[src/rtl/clkdiv_pkg.sv]
// Shared types and constants for the multi-channel clock-enable generator.
// Latency: n/a (declarations only).
// Backpressure: n/a.
// Contents: div_t (divisor at the default 8-bit width), MinDiv (smallest legal
// divisor), sel_width() (channel-select width, never less than one bit).
package clkdiv_pkg;

  localparam int DefaultDivWidth = 8;
  localparam int MinDiv          = 2;

  typedef logic [DefaultDivWidth-1:0] div_t;

  function automatic int sel_width(input int channels);
    return (channels > 1) ? $clog2(channels) : 1;
  endfunction

endpackage

[src/rtl/clock_divider_channel.sv]
// One divider channel: phase counter, pending divisor and registered strobes.
// Latency: one cycle from en rise, sync or a restart write to phase 0.
// Backpressure: none; writes are always accepted, and the last write wins.
// Ports: clk, rst (sync, active-high), en, sync, wr/wr_val (pre-validated
// divisor write), busy, clk_pos, clk_neg, clk_out (all flop outputs).
module clock_divider_channel
  import clkdiv_pkg::*;
#(
  parameter int DivWidth   = 8,
  parameter int DefaultDiv = 2
) (
  input  logic                clk,
  input  logic                rst,
  input  logic                en,
  input  logic                sync,
  input  logic                wr,
  input  logic [DivWidth-1:0] wr_val,
  output logic                busy,
  output logic                clk_pos,
  output logic                clk_neg,
  output logic                clk_out
);

  localparam logic [DivWidth-1:0] One = DivWidth'(1);

  logic [DivWidth-1:0] n_q, n_d;
  logic [DivWidth-1:0] pend_val_q, pend_val_d;
  logic                pend_q, pend_d;
  logic [DivWidth-1:0] phase_q, phase_d;
  logic                run_q, run_d;
  logic                restart;
  logic [DivWidth:0]   n_sum;
  logic [DivWidth-1:0] half_d;

  always_comb begin
    n_d        = n_q;
    pend_val_d = pend_val_q;
    pend_d     = pend_q;
    phase_d    = phase_q;
    run_d      = run_q;
    restart    = 1'b0;

    if (!en) begin
      // Idle: nothing to keep glitch-free, so a pending divisor lands at once.
      run_d   = 1'b0;
      phase_d = '0;
      if (pend_q) begin
        n_d    = pend_val_q;
        pend_d = 1'b0;
      end
    end else if (!run_q || sync) begin
      // First cycle after reset or en rise, or a forced restart: phase 0.
      run_d   = 1'b1;
      phase_d = '0;
      restart = 1'b1;
      if (pend_q) begin
        n_d    = pend_val_q;
        pend_d = 1'b0;
      end
    end else if (phase_q == n_q - One) begin
      phase_d = '0;
      if (pend_q) begin
        n_d    = pend_val_q;
        pend_d = 1'b0;
      end
    end else begin
      phase_d = phase_q + One;
    end

    // A write coinciding with a restart defines the restarted period directly;
    // otherwise it waits for the next period boundary.
    if (wr) begin
      if (restart) begin
        n_d    = wr_val;
        pend_d = 1'b0;
      end else begin
        pend_val_d = wr_val;
        pend_d     = 1'b1;
      end
    end

    // High-phase length H = ceil(N/2), one extra bit so N = 2**DivWidth-1 fits.
    n_sum  = {1'b0, n_d} + {{DivWidth{1'b0}}, 1'b1};
    half_d = n_sum[DivWidth:1];
  end

  always_ff @(posedge clk) begin
    if (rst) begin
      n_q        <= DivWidth'(DefaultDiv);
      pend_val_q <= '0;
      pend_q     <= 1'b0;
      phase_q    <= '0;
      run_q      <= 1'b0;
      busy       <= 1'b0;
      clk_pos    <= 1'b0;
      clk_neg    <= 1'b0;
      clk_out    <= 1'b1;
    end else begin
      n_q        <= n_d;
      pend_val_q <= pend_val_d;
      pend_q     <= pend_d;
      phase_q    <= phase_d;
      run_q      <= run_d;
      busy       <= pend_d;
      if (run_d) begin
        clk_pos <= (phase_d == '0);
        clk_neg <= (phase_d == half_d);
        clk_out <= (phase_d < half_d);
      end else begin
        clk_pos <= 1'b0;
        clk_neg <= 1'b0;
        clk_out <= 1'b1;
      end
    end
  end

endmodule

[src/rtl/clock_divider_multi.sv]
// Multi-channel programmable clock-enable generator with glitch-free divisor updates.
// Latency: one cycle from en rise or sync to clk_pos; divisor writes show on busy after one cycle.
// Backpressure: none; invalid divisors pulse div_err, and out-of-range selects are dropped.
// Ports: clk, rst (sync, active-high), en[Channels], sync, div_wr/div_sel/div_val,
// div_err, busy/clk_pos/clk_neg/clk_out[Channels] (all flop outputs).
module clock_divider_multi
  import clkdiv_pkg::*;
#(
  parameter int  Channels   = 4,
  parameter int  DivWidth   = 8,
  parameter int  DefaultDiv = 2,
  localparam int SelW       = sel_width(Channels)
) (
  input  logic                clk,
  input  logic                rst,
  input  logic [Channels-1:0] en,
  input  logic                sync,
  input  logic                div_wr,
  input  logic [SelW-1:0]     div_sel,
  input  logic [DivWidth-1:0] div_val,
  output logic                div_err,
  output logic [Channels-1:0] busy,
  output logic [Channels-1:0] clk_pos,
  output logic [Channels-1:0] clk_neg,
  output logic [Channels-1:0] clk_out
);

  logic                val_ok;
  logic [Channels-1:0] ch_wr;

  assign val_ok = (div_val >= DivWidth'(MinDiv));

  // A rejected divisor is reported even when the select is out of range.
  always_ff @(posedge clk) begin
    if (rst) begin
      div_err <= 1'b0;
    end else begin
      div_err <= div_wr && !val_ok;
    end
  end

  for (genvar i = 0; i < Channels; i++) begin : g_ch
    assign ch_wr[i] = div_wr && val_ok && (div_sel == SelW'(i));

    clock_divider_channel #(
      .DivWidth  (DivWidth),
      .DefaultDiv(DefaultDiv)
    ) u_channel (
      .clk    (clk),
      .rst    (rst),
      .en     (en[i]),
      .sync   (sync),
      .wr     (ch_wr[i]),
      .wr_val (div_val),
      .busy   (busy[i]),
      .clk_pos(clk_pos[i]),
      .clk_neg(clk_neg[i]),
      .clk_out(clk_out[i])
    );
  end

endmodule

[config.mk]
export PLATFORM = sky130hd
export DESIGN_NAME = clock_divider_multi
export DESIGN_NICKNAME = d
export VERILOG_FILES = /design/src/rtl/clkdiv_pkg.sv /design/src/rtl/clock_divider_channel.sv /design/src/rtl/clock_divider_multi.sv
export SDC_FILE = /design/constraint.sdc
export NUM_CORES = 1
export LEC_CHECK = 0
export CORE_UTILIZATION = 50
export DETAILED_ROUTE_END_ITERATION = 12
export PLACE_DENSITY = 0.72
export SYNTH_ARGS = -nofsm -noshare
export SYNTH_HDL_FRONTEND = slang
export SYNTH_HIERARCHICAL = 1
export SYNTH_SLANG_ARGS = --single-unit
[constraint.sdc]
create_clock -name clk -period 4.45 [get_ports clk]
set_clock_uncertainty 0.1 [all_clocks]
set_input_delay 0.445 -clock clk [delete_from_list [all_inputs] [get_ports clk]]
set_output_delay 0.445 -clock clk [all_outputs]
set_load 0.05 [all_outputs]
After elaboration in Yosys (flattened, before gate mapping)
Index checks and enable logic that the tools add are counted.

Logic and storage cells: 173. Flip-flop bits (word level): 117. Bits in writable memories: 0. Input bits: 18. Memories: 0. Latch bits: 0. Memory bits (read-only): 0.

Add/sub/neg operators: 12. Reductions and logical operators: 28. Bitwise gates (word level): 8. Eq/ne operators: 15. Multipliers: 0. Div/mod/pow operators: 0. Muxes and demuxes: 72. Shift-type cells: 0. Magnitude comparators: 5.

Operators with widths (count): $mux W8 (36); $eq A8 B8 Y1 (8); $add A8 B1 Y9 const B (4); $mux W1 (36); $add A8 B1 Y8 const B (4); $logic_not A8 Y1 (4); $lt A8 B8 Y1 (4); $sub A8 B1 Y8 const B (4); $ne A4 B1 Y1 const B (4); $ge A8 B2 Y1 const B (1); $not A1 Y1 (8); $reduce_and A2 Y1 (4); $reduce_or A2 Y1 (4); $logic_and A1 B1 Y1 (6); $logic_not A1 Y1 (5); $eq A2 B2 Y1 const B (2); $logic_or A1 B1 Y1 (4); $eq A2 B1 Y1 const B (1); $logic_not A2 Y1 (1).

Longest topological paths before layout
Depth after elaboration: 9. Gate-level depth with buffers: 22. Mapped depth without buffers: 22.

Modules after synthesis
The synthesis kept the hierarchy.

Modules (own cells, without submodules): clock_divider_channel at g_ch[0].u_channel ... (area each 1794.2 µm², instances 3, cells an instance 206, sequential area each 580.6 µm²); clock_divider_channel at g_ch[3].u_channel (area each 1800.5 µm², instances 1, cells an instance 210, sequential area each 580.6 µm²); clock_divider_multi (area each 107.6 µm², instances 1, cells an instance 12, sequential area each 20.0 µm²).

Worst setup path before layout
Ideal clock, no wire load.

Kind: reg2reg. Start: register g_ch[3].u_channel.n_q[0]. End: register g_ch[3].u_channel.clk_out. Clock period less this slack: 3956 ps. Setup slack: 494 ps. Arrival: 3781 ps. Setup time: 74 ps. Cell stages (with the launch flop): 21. Buffers on the path: 0. Data required time: 4276 ps. Cell sequence: dfxtp_1 > or3_4 > or4_1 > a22oi_2 > o2111a_2 > nor3_1 > a21oi_1 > a21o_1 > inv_1 > ha_1 > xor2_1 > ha_1 > nor2b_1 > o21a_1 > o21a_1 > o21a_1 > o21ai_0 > nand2b_1 > a21oi_1 > nor2b_1 > o21ai_0.

Longest elaborated chain between the ends: 9.

Ends and longest elaborated chain: start: declaration (line clock_divider_channel.sv:26) `logic [DivWidth-1:0] n_q, n_d;`; start signal: assignment (line clock_divider_channel.sv:89) `n_q <= DivWidth'(DefaultDiv);`; start signal: assignment (line clock_divider_channel.sv:99) `n_q <= n_d;`; $sub A8 B1 Y8 (*) (line clock_divider_channel.sv:60) `end else if (phase_q == n_q - One) begin`; $eq A8 B8 Y1 (*) (line clock_divider_channel.sv:60); $mux W8 (*) (line clock_divider_channel.sv:60); $mux W8 (*) (line clock_divider_channel.sv:51) `end else if (!run_q || sync) begin`; $mux W8 (*) (line clock_divider_channel.sv:43) `if (!en) begin`; $mux W8 (line clock_divider_channel.sv:73) `if (restart) begin`; $mux W8 (*) (line clock_divider_channel.sv:72) `if (wr) begin`; net g_ch[3].u_channel.n_d[1] (line clock_divider_channel.sv:26); $add A8 B1 Y9 (*) (line clock_divider_channel.sv:83) `n_sum = {1'b0, n_d} + {{DivWidth{1'b0}}, 1'b1};`; $lt A8 B8 Y1 (*) (line clock_divider_channel.sv:108) `clk_out <= (phase_d < half_d);`; end signal: assignment (line clock_divider_channel.sv:108); end: declaration (line clock_divider_channel.sv:21) `output logic clk_out`.

Mark *: on every way through the listed nets, which the timed path passes. The rest lies on a longest branch. A chain may end at the register's enable or synchronous reset.

Worst setup path after layout
Start: register g_ch[3].u_channel.n_q[1]. End: register g_ch[3].u_channel.clk_out.

The elaborated chain is that of the path after synthesis.

==> results.md <==
Logic synthesis:
- The total standard cell area after synthesis is roughly 0.0073 mm².
- The count of flip-flops with a built-in enable after synthesis is 0.
- The synthesized netlist contains 52 unique library cells.
- Synthesis produced between 800 and 900 cells.
- During synthesis, Yosys emitted a total of 6 warnings.
- Sequential elements use 32.1% of the synthesized area.
- In this run, synthesis produced a sequential element count of between 100 and 150.
- The most used flip-flop cell after synthesis is sky130_fd_sc_hd__dfxtp_1.
- The net count after synthesis is 902.
- The share of synthesized flip-flops with an asynchronous set or reset is 0%.
- In this run the mean area of a mapped cell was 8.68 µm².

Layout:
- The diode insertion count for antenna repair is 0.
- The final core utilization is 63.1%.
- For this run, the post-layout net count is a little under 1k.
- The finished layout holds 1103 standard cells, fillers aside.
- The layout overhead on the synthesized area is 21.6%.
- In the final layout, the share of cells above drive strength 1 is 17.7%.

Setup path:
- For this run, the slowest stage of the critical path takes 0.48 ns.
- Walking the worst path, the cells encountered are or3_4 -> or4_1 -> a22oi_2 -> buf_4 -> o2111ai_4 -> nand2_2 -> a21oi_1 -> a21o_1 -> inv_1 -> ha_2 -> xor2_1 -> ha_1 -> nor2b_1 -> o21a_1 -> o21a_1 -> o21a_1 -> o21ai_0 -> nand2b_1 -> a21oi_1 -> nor2b_1 -> o21ai_0.
- STA puts the critical path data required time at 4.69 ns.
- By instance count, the cell type seen most on the critical path is sky130_fd_sc_hd__o21a_1.
- Counting both buffers and inverters, the worst setup path holds a total of 2.
- The kind of end point of the critical path is a flip-flop.
- The cell type of the slowest stage on the worst timing path is sky130_fd_sc_hd__or4_1.
- Across all register-to-register paths, the minimum setup slack is 0.29 ns.
- The cell type group with the largest total delay on the critical path is compound AO/OA/AOI/OAI gates.
- By startpoint and endpoint, the worst setup path is classified as flip-flop to flip-flop.
- The worst setup path is launched from a flip-flop.
- The arrival time of data at the critical path endpoint is between 4 and 5 ns.
- Of all nets on the critical path, the largest fanout is 6.

Routing:
- In the routed design, unresolved DRC markers number 0.
- The post-detailed-route wirelength per cell is 15.9 µm.
- Before antenna repair, the detailed router went through 6 iterations.
- The detail route stage leaves a number of antenna-violating nets equal to 0.
- The final layout contains routed wiring with a total length of 17600 µm.
- The routed via count is 6259.
- The initial DRC count is between 400 and 500.
- Dividing the detail-routed via count by the number of cells gives 5.67.

Clock network:
- No sink is reached through more buffers than the 2 on the longest clock path.
- The number of sinks driven by the clock tree is 117.
- The number of H-tree branching levels is 4.
- The clock input transition at the sequential cells of the worst setup and hold paths is roughly 0.050 ns.
- The clock latency on the worst-skew pair is around 0.41 ns.
- TritonCTS built the clock tree.
- Counting the buffers created by CTS gives 17.
- The buffer cell driving the clock tree root is sky130_fd_sc_hd__clkbuf_16.

Die:
- The floorplan step defined a core boundary enclosing 0.0140 mm².
- The floorplan die height is 123 µm.
- The die covers around 0.015 mm².
- The initialized floorplan defines 43 standard-cell rows.
- The starting density of the core is 51.9%.
- In this run the horizontal extent of the chip is 123 µm.
- The number of top-level design ports is 35.

Pwr:
- For this design the ratio of total power to cell area is 325 mW/mm².
- The peak ir drop on the vdd network is ~0.27 mV.
- The leakage dissipation is 3.03 nW.

STA:
- At the pin with the least slew margin, the transition time is 0.824 ns.
- The worst-case hold slack is 0.389 ns.
- The count of endpoints failing hold in the final timing report is 0.
- The count of final setup violators is 0.
- The aggregate negative setup slack is 0 ns.
- The worst pin sits at a relative slew slack of between 40% and 50%.
- The final number of max-transition violations is 0.
- Static timing analysis puts the maximum clock frequency at 240 MHz.
- The final cycle utilization of the critical path is 93.6%.
- The minimum clock period after layout is 4.16 ns.

Min path:
- The min-delay analysis places its worst path in the category flip-flop to flip-flop.

Global route:
- Entering global routing, the biggest net connects 53 pins.
- The via count of the first global-routing pass is 5841.
- The first global-routing pass estimated 28200 µm of wire.
- For this run, the total global-route usage over all layers was measured as 24.0%.
- The number of antenna violations at the first check in global routing came to 0.
- Global routing finished with a remaining overflow of 0.

Place:
- The count of buffers inserted at the top-level ports is 34.
- The total half-perimeter wirelength after legalization and detailed placement is 12600 µm.
- The number of placed instances, taps included, is approximately 1.1k.
- Routability-driven placement finished with a final weighted congestion of 0.893.

Run:
- Across the run, the number of max-cap violations was 0.

Run status:
- The flow ran to the end, and the final reports show no timing, DRC or antenna violations.
-- worst register-to-register path: cells and delay by family (launching register included) --
family          cells  cell delay, ns
compound gates     10            1.51
xor+xnor            1            0.15
fa+ha+maj           2            0.47
buf+inv             2            0.23
flops               1            0.32
simple gates        6            1.30
-- metrics by stage --
stage               cell area [µm²]  setup WS, ns  total power [mW]
floorplan                      7290         0.494              1.34
global placement               7980       -0.0458              1.45
detailed placement             7980       -0.0148              1.45
CTS                            8610         0.171              2.87
global route                   8870       -0.0242              2.99
finish                         8870         0.286              2.88
-- area by class of cell --
type	instances	area, µm²
Clock buffer	24	502
Clock inverter	8	120
Fill cell	1203	5170
Inverter	16	60.1
Multi-Input combinational cell	687	4990
Sequential cell	117	2340
Tap cell	180	225
Timing Repair Buffer	71	626
-- where the power goes --
group / switching, mW / total, mW / internal [mW]
Combinational: 0.201 / 0.363 / 0.162
Clock: 0.470 / 1.42 / 0.952
Sequential: 0.0236 / 1.10 / 1.07
-- logic make-up (layout without fill, tap and decap cells) --
| logic type | Yosys count | after routing | synth area share [%] |
|---|---|---|---|
| XOR/XNOR | 92 | 92 | 11.1 |
| AND/OR/NAND/NOR | 388 | 388 | 28.2 |
| AO/OA/AOI/OAI | 121 | 121 | 13.3 |
| adder cells (fa/ha/maj) | 44 | 44 | 7.55 |
| buffers and inverters | 36 | 119 | 1.85 |
| multiplexers | 42 | 42 | 5.97 |
| flip-flops | 117 | 117 | 32.1 |
-- final timing paths --
kind                                                start                                           end  cells past startpoint
max                   g_ch[3].u_channel/n_q[1]$_SDFF_PP1_          g_ch[3].u_channel/clk_out$_SDFF_PP1_                     21
min          g_ch[0].u_channel/pend_val_q[4]$_SDFFE_PP0P_  g_ch[0].u_channel/pend_val_q[4]$_SDFFE_PP0P_                      2
max reg2reg           g_ch[3].u_channel/n_q[1]$_SDFF_PP1_          g_ch[3].u_channel/clk_out$_SDFF_PP1_                     21
min reg2reg  g_ch[0].u_channel/pend_val_q[4]$_SDFFE_PP0P_  g_ch[0].u_channel/pend_val_q[4]$_SDFFE_PP0P_                      2
-- per-layer routing --
metal	up-vias	share of wire [%]	GRT usage, %
li1	3168	-	-
met1	2955	48	31.6
met2	125	48	39.4
met3	11	3.5	4.83
met4	0	0.81	7.09
met5	-	0	0
-- synthesized netlist by cell type (8+ instances only) --
master                       n  area (µm²)
sky130_fd_sc_hd__nor2_1    128         480
sky130_fd_sc_hd__xor2_1     20         175
sky130_fd_sc_hd__nor3_1     31         155
sky130_fd_sc_hd__inv_1      16        60.1
sky130_fd_sc_hd__a21oi_1    13        65.1
sky130_fd_sc_hd__dfxtp_1   117        2340
sky130_fd_sc_hd__o21ai_0    21         105
sky130_fd_sc_hd__nand3_1    49         245
sky130_fd_sc_hd__or2_2      14        87.6
sky130_fd_sc_hd__o21a_1     12        90.1
sky130_fd_sc_hd__mux2i_1    36         360
sky130_fd_sc_hd__clkbuf_1   16        60.1
sky130_fd_sc_hd__a31oi_1     9        56.3
sky130_fd_sc_hd__nand2_1    32         120
sky130_fd_sc_hd__nor2b_1    29         181
sky130_fd_sc_hd__nand4_1    17         106
sky130_fd_sc_hd__xnor2_1    72         631
sky130_fd_sc_hd__or3_1       8        50.1
sky130_fd_sc_hd__o21ai_1    10        50.1
sky130_fd_sc_hd__nand3b_1    9        67.6
sky130_fd_sc_hd__nor4_1     12        75.1
sky130_fd_sc_hd__nand2b_1   17         106
sky130_fd_sc_hd__ha_1       44         551
sky130_fd_sc_hd__and3_1      8        50.1
-- repair_timing --
item | CTS | global route
buffers inserted | 0 | 11
hold buffers | 0 | 0
gates resized for setup | 0 | 27
endpoints found under the setup margin | 0 | 4
-- layout by cell type, fill, tap and decap left out, types with 18 or more instances in the layout --
master	synthesis	routed
sky130_fd_sc_hd__ha_1	44	41
sky130_fd_sc_hd__o21ai_0	21	21
sky130_fd_sc_hd__mux2i_1	36	36
sky130_fd_sc_hd__nor2b_1	29	29
sky130_fd_sc_hd__xnor2_1	72	72
sky130_fd_sc_hd__dfxtp_1	117	115
sky130_fd_sc_hd__xor2_1	20	18
sky130_fd_sc_hd__buf_4	0	36
sky130_fd_sc_hd__nand2_1	32	31
sky130_fd_sc_hd__nand3_1	49	49
sky130_fd_sc_hd__nor3_1	31	29
sky130_fd_sc_hd__clkdlybuf4s50_1	0	33
sky130_fd_sc_hd__nor2_1	128	128
-- state kept, by name (all words and copies together) (netlist names) --
signal,count
g_ch.u_channel/n_q,32
g_ch.u_channel/pend_val_q,32
g_ch.u_channel/phase_q,32
g_ch.u_channel/clk_neg,4
g_ch.u_channel/clk_out,4
g_ch.u_channel/clk_pos,4
g_ch.u_channel/pend_q,4
g_ch.u_channel/run_q,4
div_err,1
(Power assumes the default switching activity.)
